### src/rtl/wash_phase_timer.sv
// wash_phase_timer: times the wash/rinse and spin phases of the washing-machine
// controller and returns level timeout flags to it.
// Optional build macro: WASH_TIMER_REMAIN_EN adds the remain_secs output.
module wash_phase_timer #(
    parameter int PRESCALE = 100,
    parameter int SEC_W    = 8
) (
    input  logic             clk,
    input  logic             rst,
    input  logic             motor_on,
    input  logic             soap_wash,
    input  logic             water_wash,
    input  logic             drainvalve_on,
    input  logic             doorclose,
    input  logic [SEC_W-1:0] wash_secs,
    input  logic [SEC_W-1:0] spin_secs,
    output logic             cycletime_out,
    output logic             spintime_out
`ifdef WASH_TIMER_REMAIN_EN
    ,
    output logic [SEC_W-1:0] remain_secs
`endif
);

    localparam int             PW        = (PRESCALE > 1) ? $clog2(PRESCALE) : 1;
    localparam logic [PW-1:0]  PRESC_MAX = PW'(PRESCALE - 1);

    typedef enum logic [2:0] {
        IDLE,
        WASH,
        WASH_EXP,
        SPIN,
        SPIN_EXP
    } state_t;

    state_t           state_q, state_d;
    logic [PW-1:0]    presc_q, presc_d;
    logic [SEC_W-1:0] sec_q, sec_d;
    logic [SEC_W-1:0] dur_q, dur_d;
    logic             cycletime_q, cycletime_d;
    logic             spintime_q, spintime_d;
    logic             water_q, soap_q;

    logic             wash_c, spin_c, in_wash, in_spin, wash_rise;
    logic [SEC_W-1:0] sec_inc;

    // Decode phase conditions and the soap/rinse restart edge from controller outputs.
    always_comb begin
        wash_c    = motor_on & (soap_wash | water_wash);
        spin_c    = motor_on & drainvalve_on & ~wash_c;
        in_wash   = (state_q == WASH) || (state_q == WASH_EXP);
        in_spin   = (state_q == SPIN) || (state_q == SPIN_EXP);
        wash_rise = (water_wash & ~water_q) | (soap_wash & ~soap_q);
        // Seconds counter sticks at all-ones rather than wrapping.
        sec_inc   = (sec_q == '1) ? sec_q : sec_q + SEC_W'(1);
    end

    // Next-state, counter and timeout-flag logic.
    always_comb begin
        // NOTE: every signal gets a default first so no path can infer a latch.
        state_d = state_q;
        presc_d = presc_q;
        sec_d   = sec_q;
        dur_d   = dur_q;

        if (wash_c && (!in_wash || wash_rise)) begin
            // New wash phase, or soap->rinse restart of the running one.
            state_d = WASH;
            dur_d   = (wash_secs == '0) ? SEC_W'(1) : wash_secs;
            presc_d = '0;
            sec_d   = '0;
        end else if (spin_c && !in_spin) begin
            state_d = SPIN;
            dur_d   = (spin_secs == '0) ? SEC_W'(1) : spin_secs;
            presc_d = '0;
            sec_d   = '0;
        end else if (!wash_c && !spin_c) begin
            state_d = IDLE;
            presc_d = '0;
            sec_d   = '0;
        end else if (((state_q == WASH) || (state_q == SPIN)) && doorclose) begin
            // Condition still matches the running phase: advance time unless paused.
            if (presc_q == PRESC_MAX) begin
                presc_d = '0;
                sec_d   = sec_inc;
                if (sec_inc >= dur_q) begin
                    state_d = (state_q == WASH) ? WASH_EXP : SPIN_EXP;
                end
            end else begin
                presc_d = presc_q + PW'(1);
            end
        end

        cycletime_d = (state_d == WASH_EXP);
        spintime_d  = (state_d == SPIN_EXP);
    end

    // State, counters, latched duration, flags and edge-detect registers.
    always_ff @(posedge clk or posedge rst) begin
        if (rst) begin
            state_q     <= IDLE;
            presc_q     <= '0;
            sec_q       <= '0;
            dur_q       <= SEC_W'(1);
            cycletime_q <= 1'b0;
            spintime_q  <= 1'b0;
            water_q     <= 1'b0;
            soap_q      <= 1'b0;
        end else begin
            // NOTE: non-blocking assignments so every flop samples the pre-edge values.
            state_q     <= state_d;
            presc_q     <= presc_d;
            sec_q       <= sec_d;
            dur_q       <= dur_d;
            cycletime_q <= cycletime_d;
            spintime_q  <= spintime_d;
            water_q     <= water_wash;
            soap_q      <= soap_wash;
        end
    end

    assign cycletime_out = cycletime_q;
    assign spintime_out  = spintime_q;

`ifdef WASH_TIMER_REMAIN_EN
    logic [SEC_W-1:0] remain_q, remain_d;

    // Seconds left in an active phase, updated together with the seconds counter.
    always_comb begin
        remain_d = '0;
        if ((state_d == WASH) || (state_d == SPIN)) begin
            remain_d = dur_d - sec_d;
        end
    end

    // Remaining-time register.
    always_ff @(posedge clk or posedge rst) begin
        if (rst) begin
            remain_q <= '0;
        end else begin
            remain_q <= remain_d;
        end
    end

    assign remain_secs = remain_q;
`else
    // No remaining-time output in this build.
`endif

endmodule

### config.mk
export PLATFORM = sky130hd
export DESIGN_NAME = wash_phase_timer
export DESIGN_NICKNAME = d
export VERILOG_FILES = /design/src/rtl/wash_phase_timer.sv
export SDC_FILE = /design/constraint.sdc
export NUM_CORES = 1
export LEC_CHECK = 0
export CORE_UTILIZATION = 35
export CTS_CLUSTER_SIZE = 20
export DETAILED_ROUTE_END_ITERATION = 16
export PLACE_DENSITY = 0.56
export RECOVER_POWER = 100
export SYNTH_ARGS = -nofsm -noshare
export SYNTH_HDL_FRONTEND = slang
export SYNTH_SLANG_ARGS = --single-unit
### constraint.sdc
create_clock -name clk -period 2.95 [get_ports clk]
set_input_delay 0.295 -clock clk [delete_from_list [all_inputs] [get_ports clk]]
set_output_delay 0.295 -clock clk [all_outputs]
set_load 0.005 [all_outputs]
# After elaboration in Yosys (flattened, before gate mapping)
# Cells that the tools add are included.
[classes]
n_addsub = 2
order_cmp = 1
eq_ne = 8
n_mux = 22
bitwise = 10
n_reduce_logical = 18
[ops]
columns = ["cell", "count"]
rows = [
  ["8-bit two-way mux", 10],
  ["7-bit two-way mux", 5],
  ["3-bit two-way mux", 7],
  ["8-bit logical NOT", 2],
  ["3-bit by 2-bit == test with 1-bit output, second input constant", 3],
  ["8-bit by 1-bit adder with 8-bit output, second input constant", 1],
  ["8-bit == test, second input constant", 1],
  ["8-bit >= comparator", 1],
  ["4-bit nonzero test", 2],
  ["7-bit by 1-bit adder with 7-bit output, second input constant", 1],
  ["7-bit == test, second input constant", 1],
  ["3-bit == test, second input constant", 2],
  ["1-bit bitwise AND", 5],
  ["1-bit logical AND", 4],
  ["1-bit logical NOT", 4],
  ["1-bit logical OR", 4],
  ["3-bit by 1-bit == test with 1-bit output, second input constant", 1],
  ["1-bit inverter", 3],
  ["1-bit OR", 2],
  ["2-bit AND reduction", 1],
  ["2-bit nonzero test", 1],
]
[word_totals]
reg_bits = 30
out_inout_bits = 2

# Logic depth before layout (Yosys ltp)
[depth]
word_depth = 10
ltp_mapped = 12

# Least setup slack after synthesis
# Ideal clock, no wire load.
[synth_timing]
kind = "register -> register"
from = "register sec_q[0]"
to = "register cycletime_q, in the netlist cycletime_out"
t_arrival_ns = 2.856
required_ns = 2.843
path_slack_ns = -0.013
path_stages_with_launch = 13
path_cell_list = "dfrtp_1 > ha_1 > and2_0 > and3_1 > nor2_1 > nand3_1 > xnor2_1 > ha_1 > a41oi_1 > o21ai_0 > o21ai_4 > xor2_1 > a2111oi_4"
[synth_via]
elab_chain_cells = 10
[synth_lines]
columns = ["item", "line", "source"]
rows = [
  ["start: declaration", "38", "logic [SEC_W-1:0] sec_q, sec_d;"],
  ["start signal: assignment", "103", "sec_q <= '0;"],
  ["start signal: assignment", "113", "sec_q <= sec_d;"],
  ["8-bit by 1-bit adder with 8-bit output or 8-bit == test (tied branches)", "55", "sec_inc = (sec_q == '1) ? sec_q : sec_q + SEC_W'(1);"],
  ["8-bit two-way mux (*)", "55", ""],
  ["8-bit >= comparator (*)", "86", "if (sec_inc >= dur_q) begin"],
  ["3-bit two-way mux (*)", "86", ""],
  ["3-bit two-way mux (*)", "83", "if (presc_q == PRESC_MAX) begin"],
  ["3-bit two-way mux (*)", "81", "end else if (((state_q == WASH) || (state_q == SPIN)) && doorclose) begin"],
  ["3-bit two-way mux (*)", "77", "end else if (!wash_c && !spin_c) begin"],
  ["3-bit two-way mux (*)", "72", "end else if (spin_c && !in_spin) begin"],
  ["3-bit two-way mux (*)", "66", "if (wash_c && (!in_wash || wash_rise)) begin"],
  ["3-bit by 2-bit == test with 1-bit output (*)", "94", "cycletime_d = (state_d == WASH_EXP);"],
  ["via cycletime_d", "40", "logic cycletime_q, cycletime_d;"],
  ["end signal: assignment", "115", "cycletime_q <= cycletime_d;"],
  ["end: declaration", "40", ""],
]
# The timed path passes the listed nets; every way through them passes the cells marked *.
# A chain may end at the register's enable or synchronous reset.

# Final worst setup path
# Same ends and word-level chain as after synthesis.

==> results.txt <==
The required time at the worst-slack endpoint is 3.13 ns. The longest clock path from root to sink contains 2 buffers. The number of warnings issued by yosys is 0, and the initial antenna violation count is 0. The number of search-and-repair iterations in the first detailed-routing pass came out at 5. The cell with the largest stage delay on the worst path is a2111oi_2.

The die is 75.3 um wide. Yosys instantiated no cell more often than dfrtp_1. Fraction of registers with async set/reset: 1.00.

For the total count of max-transition violations in the final report, the log shows 31. The final count of hold timing violations came out at 0. The tools report the end of the worst register-to-register path as cycletime_out.

The die covers 5670 um^2. The final critical-path share of the clock period works out to 0.938. Yosys mapped a number of flops with a built-in enable equal to 0. The count of buffers added on input and output ports is 24. The areal power density over the cells is 414 nW/um^2.

The final period demand of the worst path works out to 2.77 ns. The first global-routing pass estimated 7.07 mm of wire. In this run the most critical hold path is launched from dur_q[3]. Global routing finished with a remaining overflow of 0. The worst register-to-register path begins at sec_q[0].

The arrival time at the worst endpoint is 2.95 ns, and the final setup violation count is 0. The logs give 228 for the net count of the mapped netlist and 0 for the remaining number of nets flagged by the antenna check after routing. The run gives 0.168 as the global-route usage over all layers. For the starting utilization of the core area, the log shows 0.366. The met2 routing resource usage after global routing is 0.277, and the half-perimeter wire length after detailed placement is 3.09 mm. For the core area, the log shows 5140 um^2. The flow ran to the end, but the final reports show violations. The most utilized layer in the global route result is met2.

For the DRC marker count from the first detailed-route iteration, the log shows 62. The final reports fail on max-capacitance violations, max-slew violations. Clock tree synthesis selected as its root buffer the cell clkbuf_8. The routing usage on met1 is 0.214.

After synthesis, the cell types taking the most area are dfrtp_1, ha_1, a222oi_1. The transition at the pin with the smallest max-transition slack was 1.63 ns. Across all layers, the routed design uses 1576 vias. The mapped netlist covers 1880 um^2. Along the worst path, the maximum fanout reaches 4. The number of instances in the synthesized netlist came out at 195. The filler cells instantiated in the layout total 529. The setup check on the worst reg-to-reg path leaves a slack of 0.18 ns. Measured in cells, the most critical reg-to-reg path has a length of 11. In this run, synthesis produced a sequential element count of 30.

The via count normalized by instance count was 5.20. Type of the setup path with the least slack: reg2reg. The synthesized area per cell is 9.65 um^2. The commonest cells after synthesis are dfrtp_1, nor2_1, inv_1, nand2_1, a21oi_1. The number of global-route vias before repair was 1551; the number of clock sinks was 30. For the number of distinct library cells after synthesis, the log shows 47. Pin placement for this block handled 25 I/O pins. The endpoint with the worst hold slack was dur_q[3].

Routability-driven placement finished with a final weighted congestion of 0.804. STA classifies the critical path endpoint as a register. Relative to the synthesized area, the layout overhead comes to 26.5%. The run gives 0.463 as the final design utilization. Number of buffers added to fix hold violations after cts: 0.

The net count of the finished layout is 265. The max-cap check violation count was 1. The critical path startpoint category was a register. The worst hold path was traced through 2 stages.

The routed design has 4.12 mm of wire. The number of rows in the core area is 26. In this design, the critical path's most frequently occurring cell is ha_1. Delay of the slowest cell on the worst path: 0.41 ns. The tools report the share of synthesized area occupied by flip-flops and latches as 0.400.

The H-tree generated during clock tree synthesis spans 2 levels. The cell type with the largest total area after synthesis was dfrtp_1. The fraction of final layout cells sized beyond drive strength 1 works out to 0.142. TritonCTS built the clock tree.

The normalized max-slew margin was -0.0836. Walking the worst path, the cells encountered are ha_1 > and2_1 > nand3_1 > xnor2_1 > ha_1 > nand2b_1 > a2111oi_2 > nor3_2 > o21ai_4 > xor2_2 > a2111oi_4. The worst min-delay path class is reg2reg. The total clock buffers created by CTS was 5. Entering global routing, the biggest net connects 31 pins. Dominant register cell in the synthesized netlist: dfrtp_1. The top cell type's share of synthesized area is 0.386, and the power consumption is 0.985 mW. The tools report the antenna diode count as 0.

The height of the chip is 75.3 um, and the met3 track demand over resource is 0.0397. Clock-pin slew was measured on the worst setup and hold paths at 0.06 ns. The clock arrives with 0.00819 ns of skew. IR analysis of the VDD net gives a maximum drop of 0.193 mV. The average wire length per cell after detail routing came out at 13.6 um.

The later pin in the worst-skew pair is clocked with a latency of 0.28 ns. The logs give 0 ns for the post-route setup TNS and 361 MHz for the achievable clock frequency. The DRC violation count after routing is 0, and the total leakage power is 1.04 nW.
[critical path: cells and delay by family, from the launching register on]
| family | cells | cell delay [ns] |
|---|---|---|
| DFF | 1 | 0.38 |
| xor gates and xnor gates | 2 | 0.25 |
| and+or+nand+nor | 4 | 0.60 |
| adders and majority gates | 2 | 0.45 |
| AOI/OAI and AO/OA | 3 | 0.99 |
[routing by layer]
metal	up-vias	wire length (um)
met5	-	0
li1	787	-
met3	4	119
met1	757	1900
met2	28	2060
met4	0	43
[repair_timing]
| item | in CTS | in global routing |
|---|---|---|
| gates resized for setup | 0 | 8 |
| endpoints found under the setup margin | 0 | 2 |
| buffers inserted | 0 | 1 |
[registers in the layout, summed over array words and instances, names as in the netlist]
| register | flops |
|---|---|
| cycletime_out | 1 |
| dur_q | 8 |
| presc_q | 7 |
| sec_q | 8 |
| soap_q | 1 |
| spintime_out | 1 |
| state_q | 3 |
| water_q | 1 |
[layout by cell type, fill, tap and decap left out, types with 6 or more instances in the layout]
master | synthesis | layout
nor2_1 | 21 | 20
buf_4 | 1 | 10
dfrtp_1 | 29 | 29
nor4_1 | 6 | 6
ha_1 | 10 | 10
nor3_1 | 7 | 6
a222oi_1 | 8 | 8
nand2_1 | 12 | 12
clkdlybuf4s50_1 | 0 | 19
xor2_1 | 7 | 6
nand4_1 | 7 | 7
inv_1 | 19 | 19
clkbuf_8 | 0 | 6
a21oi_1 | 11 | 11
[report_power, final]
| part | total [mW] | switching (mW) | internal, mW |
|---|---|---|---|
| sequential | 0.463 | 0.0207 | 0.442 |
| combinational | 0.185 | 0.0995 | 0.0851 |
| clock | 0.338 | 0.148 | 0.190 |
| total | 0.985 | 0.268 | 0.717 |
[kinds of logic (layout without fill, tap and decap cells)]
group           Yosys count  in the layout  synth area share
mux                       4              4            0.0213
buf+inv                  24             62            0.0545
xor+xnor                 12             12            0.0559
compound gates           36             36             0.166
flops                    30             30             0.400
simple gates             79             79             0.237
fa+ha+maj                10             10            0.0665
[layout make-up]
type,instances,area [um^2],share of cell area
Multi-Input combinational cell,141,1060,0.445
Inverter,19,71.3,0.0300
Sequential cell,30,752,0.316
Timing Repair Buffer,35,319,0.134
Clock buffer,8,90.1,0.0379
Tap cell,70,87.6,0.0368
[per-stage QoR]
| stage | worst slack, ns | cells | hold slack (ns) | area, um^2 |
|---|---|---|---|---|
| 4_1_cts | 0.0445 | 302 | 0.405 | 2350 |
| 6_report | 0.182 | 303 | 0.502 | 2380 |
| 3_5_place_dp | 0.0554 | 294 | 0.484 | 2260 |
| 5_1_grt | -0.0135 | 303 | 0.517 | 2380 |
| 2_1_floorplan | 0.0421 | 195 | 0.326 | 1880 |
| 3_3_place_gp | 0.140 | 294 | 0.480 | 2260 |
[worst max path at each step]
| stage | from | endpoint | slack [ns] |
|---|---|---|---|
| finish | sec_q[0] | cycletime_out | 0.18 |
| detailed placement | sec_q[0] | cycletime_out | 0.06 |
| floorplan | sec_q[0] | cycletime_out | 0.04 |
| CTS | sec_q[0] | cycletime_out | 0.04 |
| global route | sec_q[0] | cycletime_out | -0.01 |
| global placement | sec_q[0] | cycletime_out | 0.14 |
No activity file was read; power rests on OpenSTA's default activity.
